`src/rtl/uart_tx_fifo.sv`:
```
// uart_tx_fifo: FIFO-buffered UART transmitter (1 start, 8 data LSB first, 1 stop) fed by CPU stores.
// Define UART_TX_PARITY_EN to insert an even-parity bit before the stop bit (11-bit frame).
module uart_tx_fifo #(
  parameter int BAUD_DIV   = 868,
  parameter int FIFO_DEPTH = 16,
  parameter int ADDR_W     = 4
) (
  input  logic            sysclk,
  input  logic            cpu_reset,
  input  logic            wr_i,
  input  logic [7:0]      data_i,
  output logic            full_o,
  output logic            empty_o,
  output logic [ADDR_W:0] count_o,
  output logic            busy_o,
  output logic [7:0]      drop_cnt_o,
  output logic            uart_tx_o
);

  localparam int CNT_W = $clog2(BAUD_DIV);
  localparam logic [CNT_W-1:0] BAUD_LAST = CNT_W'(BAUD_DIV - 1);
  localparam logic [ADDR_W:0]  DEPTH     = (ADDR_W + 1)'(FIFO_DEPTH);

  // state  | meaning
  // IDLE   | line high, waiting for a queued byte
  // START  | start bit (low)
  // DATA   | eight data bits, LSB first
  // PARITY | even parity bit (parity build only)
  // STOP   | stop bit (high); may chain straight into the next START
`ifdef UART_TX_PARITY_EN
  typedef enum logic [2:0] {IDLE, START, DATA, PARITY, STOP} state_t;
`else
  typedef enum logic [1:0] {IDLE, START, DATA, STOP} state_t;
`endif

  state_t              state, state_n;
  logic [7:0]          mem [FIFO_DEPTH];
  logic [ADDR_W-1:0]   wr_ptr, rd_ptr;
  logic [ADDR_W:0]     count_n;
  logic [CNT_W-1:0]    baud_cnt;
  logic [2:0]          bit_idx;
  logic [7:0]          shift;
  logic                push, pop, bit_end, tx_n;

  assign bit_end = (baud_cnt == BAUD_LAST);

  // A write while full is dropped even if the FSM pops on the same edge.
  always_comb begin
    push    = wr_i && !full_o;
    count_n = count_o + (ADDR_W + 1)'(push) - (ADDR_W + 1)'(pop);
  end

  always_comb begin
    state_n = state;
    pop     = 1'b0;
    tx_n    = 1'b1;
    case (state)
      IDLE: begin
        if (!empty_o) begin
          pop     = 1'b1;
          state_n = START;
        end
      end
      START: begin
        tx_n = 1'b0;
        if (bit_end) state_n = DATA;
      end
      DATA: begin
        tx_n = shift[bit_idx];
        if (bit_end && bit_idx == 3'd7) begin
`ifdef UART_TX_PARITY_EN
          state_n = PARITY;
`else
          state_n = STOP;
`endif
        end
      end
`ifdef UART_TX_PARITY_EN
      PARITY: begin
        tx_n = ^shift;
        if (bit_end) state_n = STOP;
      end
`endif
      STOP: begin
        if (bit_end) begin
          if (!empty_o) begin
            pop     = 1'b1;
            state_n = START;
          end else begin
            state_n = IDLE;
          end
        end
      end
      default: state_n = IDLE;
    endcase
  end

  always_ff @(posedge sysclk) begin
    if (push && !cpu_reset) mem[wr_ptr] <= data_i;
  end

  // Line and busy are registered from the current state, so both trail the FSM by one cycle.
  always_ff @(posedge sysclk) begin
    if (cpu_reset) begin
      state      <= IDLE;
      wr_ptr     <= '0;
      rd_ptr     <= '0;
      count_o    <= '0;
      empty_o    <= 1'b1;
      full_o     <= 1'b0;
      busy_o     <= 1'b0;
      drop_cnt_o <= 8'd0;
      uart_tx_o  <= 1'b1;
      baud_cnt   <= '0;
      bit_idx    <= 3'd0;
      shift      <= 8'd0;
    end else begin
      state     <= state_n;
      uart_tx_o <= tx_n;
      busy_o    <= (state != IDLE);
      count_o   <= count_n;
      empty_o   <= (count_n == '0);
      full_o    <= (count_n == DEPTH);
      if (push) wr_ptr <= wr_ptr + ADDR_W'(1);
      if (pop) begin
        shift  <= mem[rd_ptr];
        rd_ptr <= rd_ptr + ADDR_W'(1);
      end
      if (wr_i && full_o && drop_cnt_o != 8'hFF) drop_cnt_o <= drop_cnt_o + 8'd1;
      if (state == IDLE || bit_end) baud_cnt <= '0;
      else                          baud_cnt <= baud_cnt + CNT_W'(1);
      if (state != DATA)   bit_idx <= 3'd0;
      else if (bit_end)    bit_idx <= bit_idx + 3'd1;
    end
  end

endmodule

```
`config.mk`:
```
export PLATFORM = sky130hd
export DESIGN_NAME = uart_tx_fifo
export DESIGN_NICKNAME = d
export VERILOG_FILES = /design/src/rtl/uart_tx_fifo.sv
export SDC_FILE = /design/constraint.sdc
export NUM_CORES = 1
export LEC_CHECK = 0
export CORE_ASPECT_RATIO = 2
export CORE_MARGIN = 1.5
export CORE_UTILIZATION = 45
export CTS_CLUSTER_DIAMETER = 80
export DETAILED_ROUTE_END_ITERATION = 8
export PLACE_DENSITY = 0.71
export SYNTH_ARGS = -nofsm -noshare
export SYNTH_HDL_FRONTEND = slang
export SYNTH_SLANG_ARGS = --single-unit
export TNS_END_PERCENT = 100
```
`constraint.sdc`:
```
create_clock -name sysclk -period 3.38 [get_ports sysclk]
set_input_delay 1.014 -clock sysclk [delete_from_list [all_inputs] [get_ports sysclk]]
set_output_delay 1.014 -clock sysclk [all_outputs]
set_load 0.01 [all_outputs]
```
==> qor.yml, run 1 <==
cts_buffer_depth: 2
final_util: 0.533
yosys.cell_types.count: 53
wl_per_cell_um: 18.5
cts_sinks: 176
drc: 0
place_area_mm2: 0.00789
postCtsSetupBuffers: 0
first_pass_iters: 4
cts_htree_levels: 4
power_density_mw_per_mm2: 654
p_leak_nw: 2.87
crit_path_end_kind: "flop"
ys_seq_elements: 176
die_y_um: 183
antenna_found_initial: 0
ys_seq_area_frac: 0.657
synth_top_family_by_area: "multiplexers"
synthMuxAreaShare: 0.117
worst_pin_slew_ns: 0.751
hold_viol: 0
hold_slack_ns: 0.461
crit_fanout: 5
pwr-share-comb: 0.200
port_buffers: 27
globalRouteOverflowTotal: 0
setup_viol: 0
p_int_w: 0.00405
syn_inst: 453
hold_path_class: "flop to flop"
diodes: 0
syn_to_final_growth_pct: 15.6
vias: 3916
final_cell_mix: "edfxtp_1 (128), dfxtp_1 (47), nor2_1 (44)"
synth_top_area_share: 0.526
start_util: 0.461
start_kind: "flop"
grt_usage: 0.170
synth_area_leaders: "edfxtp_1 (53%), dfxtp_1 (13%), mux4_2 (8.0%), ha_1 (3.3%), mux4_1 (2.9%)"
swShare: 0.267
fp.dieW_um: 93.1
status: "completed"
peakVddDrop_v: 0.000337
synth_top_area_cell: "edfxtp_1"
synthAdderAreaFrac: 0.0352
die-area_mm2: 0.0171
grt_max_degree: 40
synth-xor-area-share: 0.0287
yosys_warnings: 0
dp_hpwl_um: 9540
p_seq_frac: 0.466
timing.final.crit_share: 0.907
layout.nets: 536
synth_compound_area_frac: 0.0501
avgSynthCellArea_um2: 16.1
synth_edf_count: 128
crit_required_ns: 3.73
dp_cells: 687
stdcell_count: 719
maxSlewViolCount: 0
drv_cap: 0
hold_path_depth: 1
clockPowerShare: 0.334
switching_power_w: 0.00147
vias_per_cell: 5.45
io_pins: 28
place.gp.congestion: 0.761
layout_commonest_cell: "edfxtp_1"
rsz0062_at_grt: "no"
cts_tree: "built"
cts_buffers: 17
fin_crit_ns: 3.06
core_area_mm2: 0.0159
syn_nets: 484
synthesis.area_mm2: 0.00731
path_clk_slew_ns: 0.07
rows: 65
synth-main-ff-cell: "edfxtp_1"
grt_pass1_wl_um: 21500
arrival_ns: 3.41
drive_above_1_share: 0.195
first_iter_violations: 263
cts-root-buf: "clkbuf_16"
grt_pass1_vias: 4254
worstSetupPathType: "flop to flop"
synthArstFlopShare: 0
drtAntennaViolNets: 0
finClkSkew_ns: 0.0110
synth_simple_gate_area_frac: 0.0849
slew_headroom: 0.497
clkLatencyLatePin_ns: 0.43
max_freq_ghz: 0.326
fin_area_mm2: 0.00846
wirelength_um: 13300
rr_worst_depth: 12
[worst paths after layout]
check	startpoint	end	slack [ns]
min	baud_cnt[0]	baud_cnt[0]	0.46
max reg2reg	baud_cnt[0]	full_o	0.32
min reg2reg	baud_cnt[0]	baud_cnt[0]	0.46
max	baud_cnt[0]	full_o	0.32
[cells by family (layout without fill, tap and decap cells)]
logic type / after synthesis / after routing
and+or+nand+nor: 119 / 119
adders and majority gates: 20 / 20
buffers and inverters: 34 / 99
xor gates and xnor gates: 24 / 24
AOI/OAI and AO/OA: 40 / 40
muxes: 40 / 40
DFF: 176 / 176
[cells in the mapped netlist, types with 2 or more instances]
master             n
clkdlybuf4s25_2    2
nor2_1            44
or2_2              2
buf_2              6
buf_6              2
inv_1             14
nand2_1           16
a221oi_2           8
nand4_1            4
and2_1             2
a21oi_1            4
nand2b_1          12
edfxtp_1         128
mux4_2            26
buf_4              2
or3_1              3
mux4_1             8
nor3_1             6
xnor2_1           14
dfxtp_1           48
a22o_1             8
xor2_1            10
a21o_1             2
mux2i_1            6
and3_1             3
clkbuf_1           5
ha_1              19
nor4b_1            2
o22ai_1            8
nor2b_1            6
o21ai_0            3
nand3_1            7
and3b_1            2
nor4_1             2
[power groups by stage]
stage / clock network, W / logic (W) / registers (W)
6_report: 0.00185 / 0.00111 / 0.00257
5_1_grt: 0.00198 / 0.00122 / 0.00260
4_1_cts: 0.00188 / 0.00110 / 0.00258
3_5_place_dp: 0 / 0.00110 / 0.00263
3_3_place_gp: 0 / 0.00107 / 0.00262
2_1_floorplan: 0 / 0.000796 / 0.00260
[critical path, cell delays in order (launching register included)]
cell     delay [ns]
dfxtp_1        0.37
ha_1           0.28
nor4b_4        0.28
a41oi_1        0.24
nor3_2         0.22
ha_1           0.27
inv_1          0.06
ha_1           0.15
inv_1          0.06
fa_1           0.41
xnor2_1        0.17
nor4b_2        0.26
nor3b_1        0.22
[registers in the layout (all words and copies together) (netlist names)]
name,count
count_o,5
mem,128
wr_ptr,4
state,2
busy_o,1
shift,8
baud_cnt,10
empty_o,1
uart_tx_o,1
drop_cnt_o,8
full_o,1
bit_idx,3
rd_ptr,4
[metrics by stage]
stage / setup WS, ns / setup TNS, ns / power [W]
floorplan: 0.395 / 0 / 0.00339
global placement: -0.123 / -0.215 / 0.00368
detailed placement: -0.170 / -0.313 / 0.00373
CTS: 0.139 / 0 / 0.00557
global route: 0.0158 / 0 / 0.00579
finish: 0.316 / 0 / 0.00553
[metal layers]
| metal | vias up | track usage | routed length, µm |
|---|---|---|---|
| met1 | 2005 | 0.168 | 4750 |
| met2 | 54 | 0.325 | 7880 |
| met4 | 0 | 0.0758 | 333 |
| li1 | 1834 | - | - |
| met5 | - | 0 | 0 |
| met3 | 23 | 0.0402 | 316 |
[repair_timing]
action,CTS,global route
setup endpoints to repair,0,2
gates resized for setup,0,1
hold buffers,0,0
[layout make-up]
cell class / count / area [µm²]
Clock buffer: 20 / 468
Multi-Input combinational cell: 243 / 2320
Timing Repair Buffer: 53 / 465
Sequential cell: 176 / 4810
Fill cell: 1272 / 7400
Clock inverter: 12 / 95.1
Tap cell: 201 / 251
Inverter: 14 / 52.6
No activity file was read; power rests on OpenSTA's default activity.
==> run 2: changes to the inputs <==
--- a/config.mk
+++ b/config.mk
@@ -8,8 +8,10 @@
 export CORE_ASPECT_RATIO = 2
 export CORE_MARGIN = 1.5
 export CORE_UTILIZATION = 45
+export CTS_BUF_LIST = sky130_fd_sc_hd__clkbuf_4 sky130_fd_sc_hd__clkbuf_8
 export CTS_CLUSTER_DIAMETER = 80
 export DETAILED_ROUTE_END_ITERATION = 8
+export GPL_ROUTABILITY_DRIVEN = 0
 export PLACE_DENSITY = 0.71
 export SYNTH_ARGS = -nofsm -noshare
 export SYNTH_HDL_FRONTEND = slang
==> run 2 against run 1 <==
Compared with the run above: sequential power about the same; die area unchanged; design area down 2.2%; clock skew up 0.0031 ns; final cell count unchanged; clock power down 25%; fmax down 0.51%; first-iteration DRC count down 19%; hold slack better by 0.0069 ns; critical endpoint unchanged; largest power group unchanged.
==> qor.yml, run 2 (synthesis gave the netlist of run 1 again) <==
vias: 3910
rows: 65
timing.final.crit_share: 0.911
pwr-share-comb: 0.219
final_cell_mix: "edfxtp_1 (128), dfxtp_1 (47), nor2_1 (44)"
die_y_um: 183
grt_pass1_vias: 4249
vias_per_cell: 5.44
worst_pin_slew_ns: 0.742
status: "completed"
first_iter_violations: 212
antenna_found_initial: 0
drv_cap: 0
setup_viol: 0
core_area_mm2: 0.0159
p_total_w: 0.00507
wirelength_um: 13400
globalRouteOverflowTotal: 0
dp_cells: 687
route.top_layer_used: "met4"
met3WireLength_um: 341
cts_htree_levels: 4
dr_wl_met2_um: 8050
largest_reg_flops: 128
cts_buffer_depth: 2
die-area_mm2: 0.0171
grt_max_degree: 40
maxSlewViolCount: 0
clkLatencyLatePin_ns: 0.46
finClkSkew_ns: 0.0142
clockPowerShare: 0.273
max_freq_ghz: 0.325
drc: 0
stdcell_count: 719
first_pass_iters: 4
io_pins: 28
rsz0062_at_grt: "no"
final_util: 0.522
grt_pass1_wl_um: 21500
port_buffers: 27
cts_sinks: 176
dp_hpwl_um: 9540
cts_tree: "built"
arrival_ns: 3.46
slew_headroom: 0.503
fin_crit_ns: 3.08
power_density_mw_per_mm2: 612
crit_fanout: 5
p_seq_frac: 0.508
layout.nets: 536
start_util: 0.461
swShare: 0.278
layout_commonest_cell: "edfxtp_1"
postCtsSetupBuffers: 0
regMostFlops: "mem"
wl_met1_um: 4710
cts-root-buf: "clkbuf_8"
peakVddDrop_v: 0.000283
cts_buffers: 17
p_leak_nw: 2.79
switching_power_w: 0.00141
top_regs: "mem (128), baud_cnt (10)"
p_int_w: 0.00366
wl_per_cell_um: 18.7
hold_path_class: "flop to flop"
hold_viol: 0
grt_usage: 0.170
path_clk_slew_ns: 0.10
drive_above_1_share: 0.197
crit_path_end_kind: "flop"
cts_hold_buf: 0
start_kind: "flop"
drtAntennaViolNets: 0
fp.dieW_um: 93.1
worstSetupPathType: "flop to flop"
syn_to_final_growth_pct: 13.1
diodes: 0
crit_required_ns: 3.76
-- run 2: cell types whose count changed in the layout (fill, tap and decap cells not counted), sizes merged --
cell,previous run,this run
bufinv,0,1
clkbuf,20,19
-- run 2: metrics by stage --
stage	worst slack [ns]	hold WS [ns]	cell area (µm²)	setup TNS, ns
after floorplan	0.395	0.426	7310	0
after global placement	-0.123	0.440	7890	-0.215
after detailed placement	-0.170	0.450	7890	-0.313
after CTS	0.131	0.472	8270	0
after global routing	0.00421	0.511	8270	0
final	0.300	0.468	8270	0
-- run 2: repair_timing --
item	4_1_cts	5_1_grt
setup endpoints to repair	0	2
gates resized for setup	0	1
endpoints found under the hold margin	0	0
-- run 2: path summary, 6_finish.rpt --
kind | start | cells after the start | end | slack [ns]
hold / removal | baud_cnt[0] | 1 | baud_cnt[0] | 0.47
setup / recovery | baud_cnt[0] | 12 | full_o | 0.30
hold reg to reg | baud_cnt[0] | 1 | baud_cnt[0] | 0.47
setup reg to reg | baud_cnt[0] | 12 | full_o | 0.30
-- run 2: metal layers --
layer,global-route usage,vias up
li1,-,1834
met1,0.165,1992
met2,0.327,58
met3,0.0365,26
met4,0.0830,0
met5,0,-
-- run 2: layout make-up --
cell class / instances / area, µm²
clock buffers: 19 / 255
clock inverters: 13 / 125
fillers: 1288 / 7590
inverters: 14 / 52.6
multi-input cells: 243 / 2320
flip-flops and latches: 176 / 4810
well taps: 201 / 251
repair buffers: 53 / 465
-- run 2: power groups by stage --
| stage | clock [W] | combinational [W] | sequential [W] |
|---|---|---|---|
| 3_3_place_gp | 0 | 0.00107 | 0.00262 |
| 4_1_cts | 0.00143 | 0.00110 | 0.00258 |
| 3_5_place_dp | 0 | 0.00110 | 0.00263 |
| 2_1_floorplan | 0 | 0.000796 | 0.00260 |
| 5_1_grt | 0.00152 | 0.00122 | 0.00259 |
| 6_report | 0.00139 | 0.00111 | 0.00257 |
-- run 2: critical path: stages, from the launching register on --
cell	delay, ns
dfxtp_1	0.38
ha_1	0.28
nor4b_4	0.28
a41oi_1	0.24
nor3_2	0.23
ha_1	0.27
inv_1	0.06
ha_1	0.15
inv_1	0.06
fa_1	0.41
xnor2_1	0.17
nor4b_2	0.26
nor3b_1	0.22
